**config.mk**
```make
export PLATFORM = sky130hd
export DESIGN_NAME = park_space_manager_flat
export DESIGN_NICKNAME = d
export VERILOG_FILES = /design/src/rtl/park_space_manager_if.sv /design/src/rtl/park_space_manager.sv /design/src/flat_wrapper.sv
export SDC_FILE = /design/constraint.sdc
export NUM_CORES = 1
export LEC_CHECK = 0
export ABC_AREA = 1
export ABC_CLOCK_PERIOD_IN_PS = 4700
export CORE_ASPECT_RATIO = 1.5
export CORE_MARGIN = 1
export CORE_UTILIZATION = 35
export CTS_CLUSTER_SIZE = 14
export DETAILED_ROUTE_END_ITERATION = 16
export GPL_TIMING_DRIVEN = 0
export SYNTH_ARGS = -nofsm -noshare
export SYNTH_HDL_FRONTEND = slang
export SYNTH_SLANG_ARGS = --single-unit
```
**constraint.sdc**
```tcl
create_clock -name clk -period 4.7 [get_ports clk]
set_input_delay 0.705 -clock clk [delete_from_list [all_inputs] [get_ports clk]]
set_output_delay 0.705 -clock clk [all_outputs]
set_load 0.02 [all_outputs]
```
**src/rtl/park_space_manager_if.sv**
```systemverilog
// Bundle of entry/exit request and lot status signals for the parking space manager.
// The master side drives car arrivals and departures; the slave side is the manager.
interface park_space_manager_if;
  logic       enter_req;
  logic [2:0] park_number;
  logic       exit_req;
  logic [2:0] exit_space;
  logic [7:0] parking_capacity;
  logic [3:0] free_count;
  logic       full;
  logic       empty;
  logic       enter_ack;
  logic [2:0] assigned_space;
  logic       entry_gate;
  logic       enter_deny;
  logic       exit_ack;
  logic       exit_err;

  modport master (
    output enter_req, park_number, exit_req, exit_space,
    input  parking_capacity, free_count, full, empty, enter_ack,
           assigned_space, entry_gate, enter_deny, exit_ack, exit_err
  );

  modport slave (
    input  enter_req, park_number, exit_req, exit_space,
    output parking_capacity, free_count, full, empty, enter_ack,
           assigned_space, entry_gate, enter_deny, exit_ack, exit_err
  );
endinterface

```
**src/rtl/park_space_manager.sv**
```systemverilog
// Eight-space parking manager: claims spaces through a gated entry FSM and
// releases them on exit pulses, keeping a free map and a matching free count.
module park_space_manager #(
  parameter int unsigned GATE_CYCLES = 4
) (
  input logic                  clk,
  input logic                  rst_n,
  park_space_manager_if.slave  bus
);

  typedef enum logic [1:0] {IDLE, GATE_OPEN, WAIT_CLR} state_t;

  localparam logic [3:0] GATE_LOAD = 4'(GATE_CYCLES);

  state_t     state, state_next;
  logic [3:0] gate_cnt, gate_cnt_next;
  logic [7:0] cap, cap_next;
  logic [3:0] count, count_next;
  logic [2:0] asg;
  logic       claim, deny;
  logic       rel_ok, rel_err;
  logic [7:0] claim_mask, rel_mask;
  logic       ack_q, deny_q, xack_q, xerr_q;

  always_ff @(posedge clk) begin
    if (!rst_n) begin
      state    <= IDLE;
      gate_cnt <= 4'd0;
    end else begin
      state    <= state_next;
      gate_cnt <= gate_cnt_next;
    end
  end

  // A held enter_req claims only from IDLE, so WAIT_CLR blocks repeat claims.
  always_comb begin
    state_next    = state;
    gate_cnt_next = gate_cnt;
    claim         = 1'b0;
    deny          = 1'b0;
    case (state)
      IDLE: begin
        if (bus.enter_req) begin
          if (count != 4'd0) begin
            claim         = 1'b1;
            gate_cnt_next = GATE_LOAD;
            state_next    = GATE_OPEN;
          end else begin
            deny = 1'b1;
          end
        end
      end
      GATE_OPEN: begin
        gate_cnt_next = (gate_cnt != 4'd0) ? gate_cnt - 4'd1 : 4'd0;
        if (gate_cnt <= 4'd1) state_next = WAIT_CLR;
      end
      WAIT_CLR: begin
        if (!bus.enter_req) state_next = IDLE;
      end
      default: state_next = IDLE;
    endcase
  end

  // Release is judged against the pre-edge map; a claim of the same bit wins.
  always_comb begin
    rel_ok     = bus.exit_req && !cap[bus.exit_space];
    rel_err    = bus.exit_req &&  cap[bus.exit_space];
    claim_mask = claim  ? (8'd1 << bus.park_number) : 8'd0;
    rel_mask   = rel_ok ? (8'd1 << bus.exit_space)  : 8'd0;
    cap_next   = (cap | rel_mask) & ~claim_mask;
    count_next = 4'($countones(cap_next));
  end

  always_ff @(posedge clk) begin
    if (!rst_n) begin
      cap    <= 8'hFF;
      count  <= 4'd8;
      asg    <= 3'd0;
      ack_q  <= 1'b0;
      deny_q <= 1'b0;
      xack_q <= 1'b0;
      xerr_q <= 1'b0;
    end else begin
      cap    <= cap_next;
      count  <= count_next;
      if (claim) asg <= bus.park_number;
      ack_q  <= claim;
      deny_q <= deny;
      xack_q <= rel_ok;
      xerr_q <= rel_err;
    end
  end

  assign bus.parking_capacity = cap;
  assign bus.free_count       = count;
  assign bus.full             = (count == 4'd0);
  assign bus.empty            = (count == 4'd8);
  assign bus.enter_ack        = ack_q;
  assign bus.assigned_space   = asg;
  assign bus.entry_gate       = (state == GATE_OPEN);
  assign bus.enter_deny       = deny_q;
  assign bus.exit_ack         = xack_q;
  assign bus.exit_err         = xerr_q;

endmodule

```
**src/flat_wrapper.sv**
```systemverilog
// flat-port wrapper written by rule: the top's interface ports become plain ports
module park_space_manager_flat 
#(
  parameter int unsigned GATE_CYCLES = 4
)
  (clk, rst_n, bus_enter_req, bus_park_number, bus_exit_req, bus_exit_space, bus_parking_capacity, bus_free_count, bus_full, bus_empty, bus_enter_ack, bus_assigned_space, bus_entry_gate, bus_enter_deny, bus_exit_ack, bus_exit_err);
  park_space_manager_if bus_i ();
  input logic clk;
  input logic rst_n;
  input wire logic [$bits(bus_i.enter_req)-1:0] bus_enter_req;
  input wire logic [$bits(bus_i.park_number)-1:0] bus_park_number;
  input wire logic [$bits(bus_i.exit_req)-1:0] bus_exit_req;
  input wire logic [$bits(bus_i.exit_space)-1:0] bus_exit_space;
  output wire logic [$bits(bus_i.parking_capacity)-1:0] bus_parking_capacity;
  output wire logic [$bits(bus_i.free_count)-1:0] bus_free_count;
  output wire logic [$bits(bus_i.full)-1:0] bus_full;
  output wire logic [$bits(bus_i.empty)-1:0] bus_empty;
  output wire logic [$bits(bus_i.enter_ack)-1:0] bus_enter_ack;
  output wire logic [$bits(bus_i.assigned_space)-1:0] bus_assigned_space;
  output wire logic [$bits(bus_i.entry_gate)-1:0] bus_entry_gate;
  output wire logic [$bits(bus_i.enter_deny)-1:0] bus_enter_deny;
  output wire logic [$bits(bus_i.exit_ack)-1:0] bus_exit_ack;
  output wire logic [$bits(bus_i.exit_err)-1:0] bus_exit_err;
  assign bus_i.enter_req = bus_enter_req;
  assign bus_i.park_number = bus_park_number;
  assign bus_i.exit_req = bus_exit_req;
  assign bus_i.exit_space = bus_exit_space;
  assign bus_parking_capacity = bus_i.parking_capacity;
  assign bus_free_count = bus_i.free_count;
  assign bus_full = bus_i.full;
  assign bus_empty = bus_i.empty;
  assign bus_enter_ack = bus_i.enter_ack;
  assign bus_assigned_space = bus_i.assigned_space;
  assign bus_entry_gate = bus_i.entry_gate;
  assign bus_enter_deny = bus_i.enter_deny;
  assign bus_exit_ack = bus_i.exit_ack;
  assign bus_exit_err = bus_i.exit_err;
  park_space_manager #(.GATE_CYCLES(GATE_CYCLES)) u_core (.clk(clk), .rst_n(rst_n), .bus(bus_i));
endmodule
```
==> results_dict.tcl <==
set metrics [dict create \
    outcome "finished clean" \
    drc 0 \
    slew_headroom 0.734 \
    pre_cts_ws_ns 0.558 \
    worst_pin_slew_ns 0.399 \
    final_cell_mix "nand2_1 (58), inv_1 (38), clkdlybuf4s50_1 (30)" \
    crit_required_ns 4.86 \
    dp_hpwl_mm 2.21 \
    antennaDiodeCount 0 \
    synth_area_mm2 0.00135 \
    cap_violations 0 \
    dpl_cell_area_mm2 0.00170 \
    power_density_mw_per_mm2 399 \
    die_h_um 78.1 \
    crit_type "in2reg" \
    rows 27 \
    drtPass1Iterations 4 \
    yosys-top-cells-area "dfxtp_1 (37%), nand2_1 (16%), inv_1 (11%)" \
    track_usage 0.146 \
    drive_gt1_frac 0.0893 \
    syn-instance-count 190 \
    yosys.area_share.simple 0.318 \
    final_core_util 0.476 \
    antenna_found_initial 0 \
    syn_nets 210 \
    ys.flop_type "dfxtp_1" \
    yosys.area_share.xor_xnor 0 \
    fin_tns_setup_ns 0 \
    layout_setup_ws_ns 0.826 \
    use_met3 0.0194 \
    final_common_cell "nand2_1" \
    grt-ovfl-total 0 \
    cp-start-kind "input port" \
    drt-wirelength-per-cell_um 10.3 \
    ir_drop_mv 0.243 \
    hold_class "reg2reg" \
    place_congestion 0.731 \
    synth_area_per_cell_um2 7.11 \
    total_power_uw 699 \
    synth-seq-cells 25 \
    drt_iter0_markers 26 \
    h-tree-depth 1 \
    period_share 0.824 \
    dieArea_mm2 0.00411 \
    min_period_ns 3.87 \
    dp.cells 263 \
    rsz0062_at_grt "false" \
    synth_top_area_cell "dfxtp_1" \
    synthAdderAreaFrac 0.115 \
    leakage_nw 0.867 \
    area_growth_syn_to_layout_pct 29.8 \
    hold_viol 0 \
    root_buffer "clkbuf_8" \
    grt_pass1_wl_mm 4.65 \
    core_region_area_mm2 0.00368 \
    holdWs_ns 0.458 \
    ios 32 \
    ant_nets 0 \
    dieWidth_um 52.7 \
    path_max_fanout 5 \
    holdBufCountCts 0 \
    grt_pass1_vias 1114 \
    grt_max_degree 16 \
    postCtsSetupRepairBufs 0 \
    fin_area_mm2 0.00175 \
    synth_top_area_frac 0.371 \
    clk_pin_slew_ns 0.10 \
    numPortBuffers 30 \
    worstSetupEndpointType "flip-flop" \
    viasPerCell 4.51 \
    clk_latency_ns 0.27 \
    fmax_ghz 0.258 \
    arrival_ns 4.03 \
    synth_mux_area_frac 0 \
    drv_slew 0 \
    synth_warnings 0 \
    wirelength_mm 2.75 \
    met1_usage 0.176 \
    use_met2 0.266 \
    fin_cells 267 \
    synth_top_family_by_area "simple AND/OR/NAND/NOR gates" \
    finalSetupViolations 0 \
    synth_compound_area_frac 0.0704 \
    cts_buffers 3 \
    cts.path.max_buffers 2 \
    nets 245 \
    initial_core_util 0.367 \
    synth_edf_count 0 \
    synthArstFlopShare 0 \
    ctsResizeCount 0 \
    fin_worst_skew_ns 0.00798 \
    yosysSeqAreaShare 0.371 \
    cts_tree "built" \
    vias 1205 \
    clkSinkCount 25 \
    synthDistinctLibCells 26 \
    top_usage_layer "met2" \
]
[critical path, stage by stage]
cell,delay [ns]
clkdlybuf4s50_1,0.50
nor2_1,0.26
nand2_1,0.11
o21ai_2,0.10
nor2_4,0.06
nand4_1,0.07
nand2_1,0.05
nand2_1,0.07
inv_1,0.04
ha_1,0.21
fa_1,0.51
fa_1,0.49
ha_1,0.22
fa_1,0.34
or2_2,0.29
[layer usage]
metal  wire length (um)  part of all wire
met2               1390              0.51
met3                 88             0.032
met5                  0                 0
met1               1260              0.46
met4                 14            0.0051
[area by class of cell]
class / count / area (um2)
clock inverters: 1 / 7.51
inverters: 43 / 161
clock buffers: 3 / 41.3
plain buffers: 2 / 8.76
flip-flops and latches: 25 / 500
fillers: 391 / 1930
well taps: 43 / 53.8
repair buffers: 30 / 300
multi-input cells: 120 / 679
[synth_stat cells, drive strengths merged (3+ instances only)]
cell type  count
o21ai          3
nand2         58
nor2          21
dfxtp         25
nand3          3
fa             4
inv           43
a21oi          7
ha             6
nor3           3
nand4          8
[state kept, by name, summed over array words and instances, names as in the netlist]
register and flops:
u_core.bus.assigned_space 3, u_core.bus.parking_capacity 8, u_core.bus.enter_ack 1, u_core.bus.free_count 4
u_core.bus.exit_ack 1, u_core.bus.enter_deny 1, u_core.bus.exit_err 1, u_core.state 2
u_core.gate_cnt 4
[where the power goes]
part,leakage (nW),internal (mW),switching [mW],total [mW]
sequential,0.205,0.246,0.0214,0.267
clock,0.0217,0.0600,0.0709,0.131
combinational,0.640,0.133,0.168,0.301
total,0.867,0.439,0.260,0.699
[logic make-up after synthesis]
kind of cell	after synthesis
simple gates	95
buf+inv	45
fa+ha+maj	10
compound gates	15
flops	25
[worst paths after layout]
check / from / endpoint / slack, ns / cells past startpoint
max: bus_exit_space[0] / u_core.bus.free_count[3]$_SDFF_PN1_ / 0.83 / 15
min: u_core.bus.assigned_space[1]$_SDFFE_PN0P_ / u_core.bus.assigned_space[1]$_SDFFE_PN0P_ / 0.46 / 2
max reg2reg: u_core.bus.free_count[2]$_SDFF_PN0_ / u_core.bus.free_count[3]$_SDFF_PN1_ / 1.36 / 13
min reg2reg: u_core.bus.assigned_space[1]$_SDFFE_PN0P_ / u_core.bus.assigned_space[1]$_SDFFE_PN0P_ / 0.46 / 2
(Power assumes the default switching activity.)
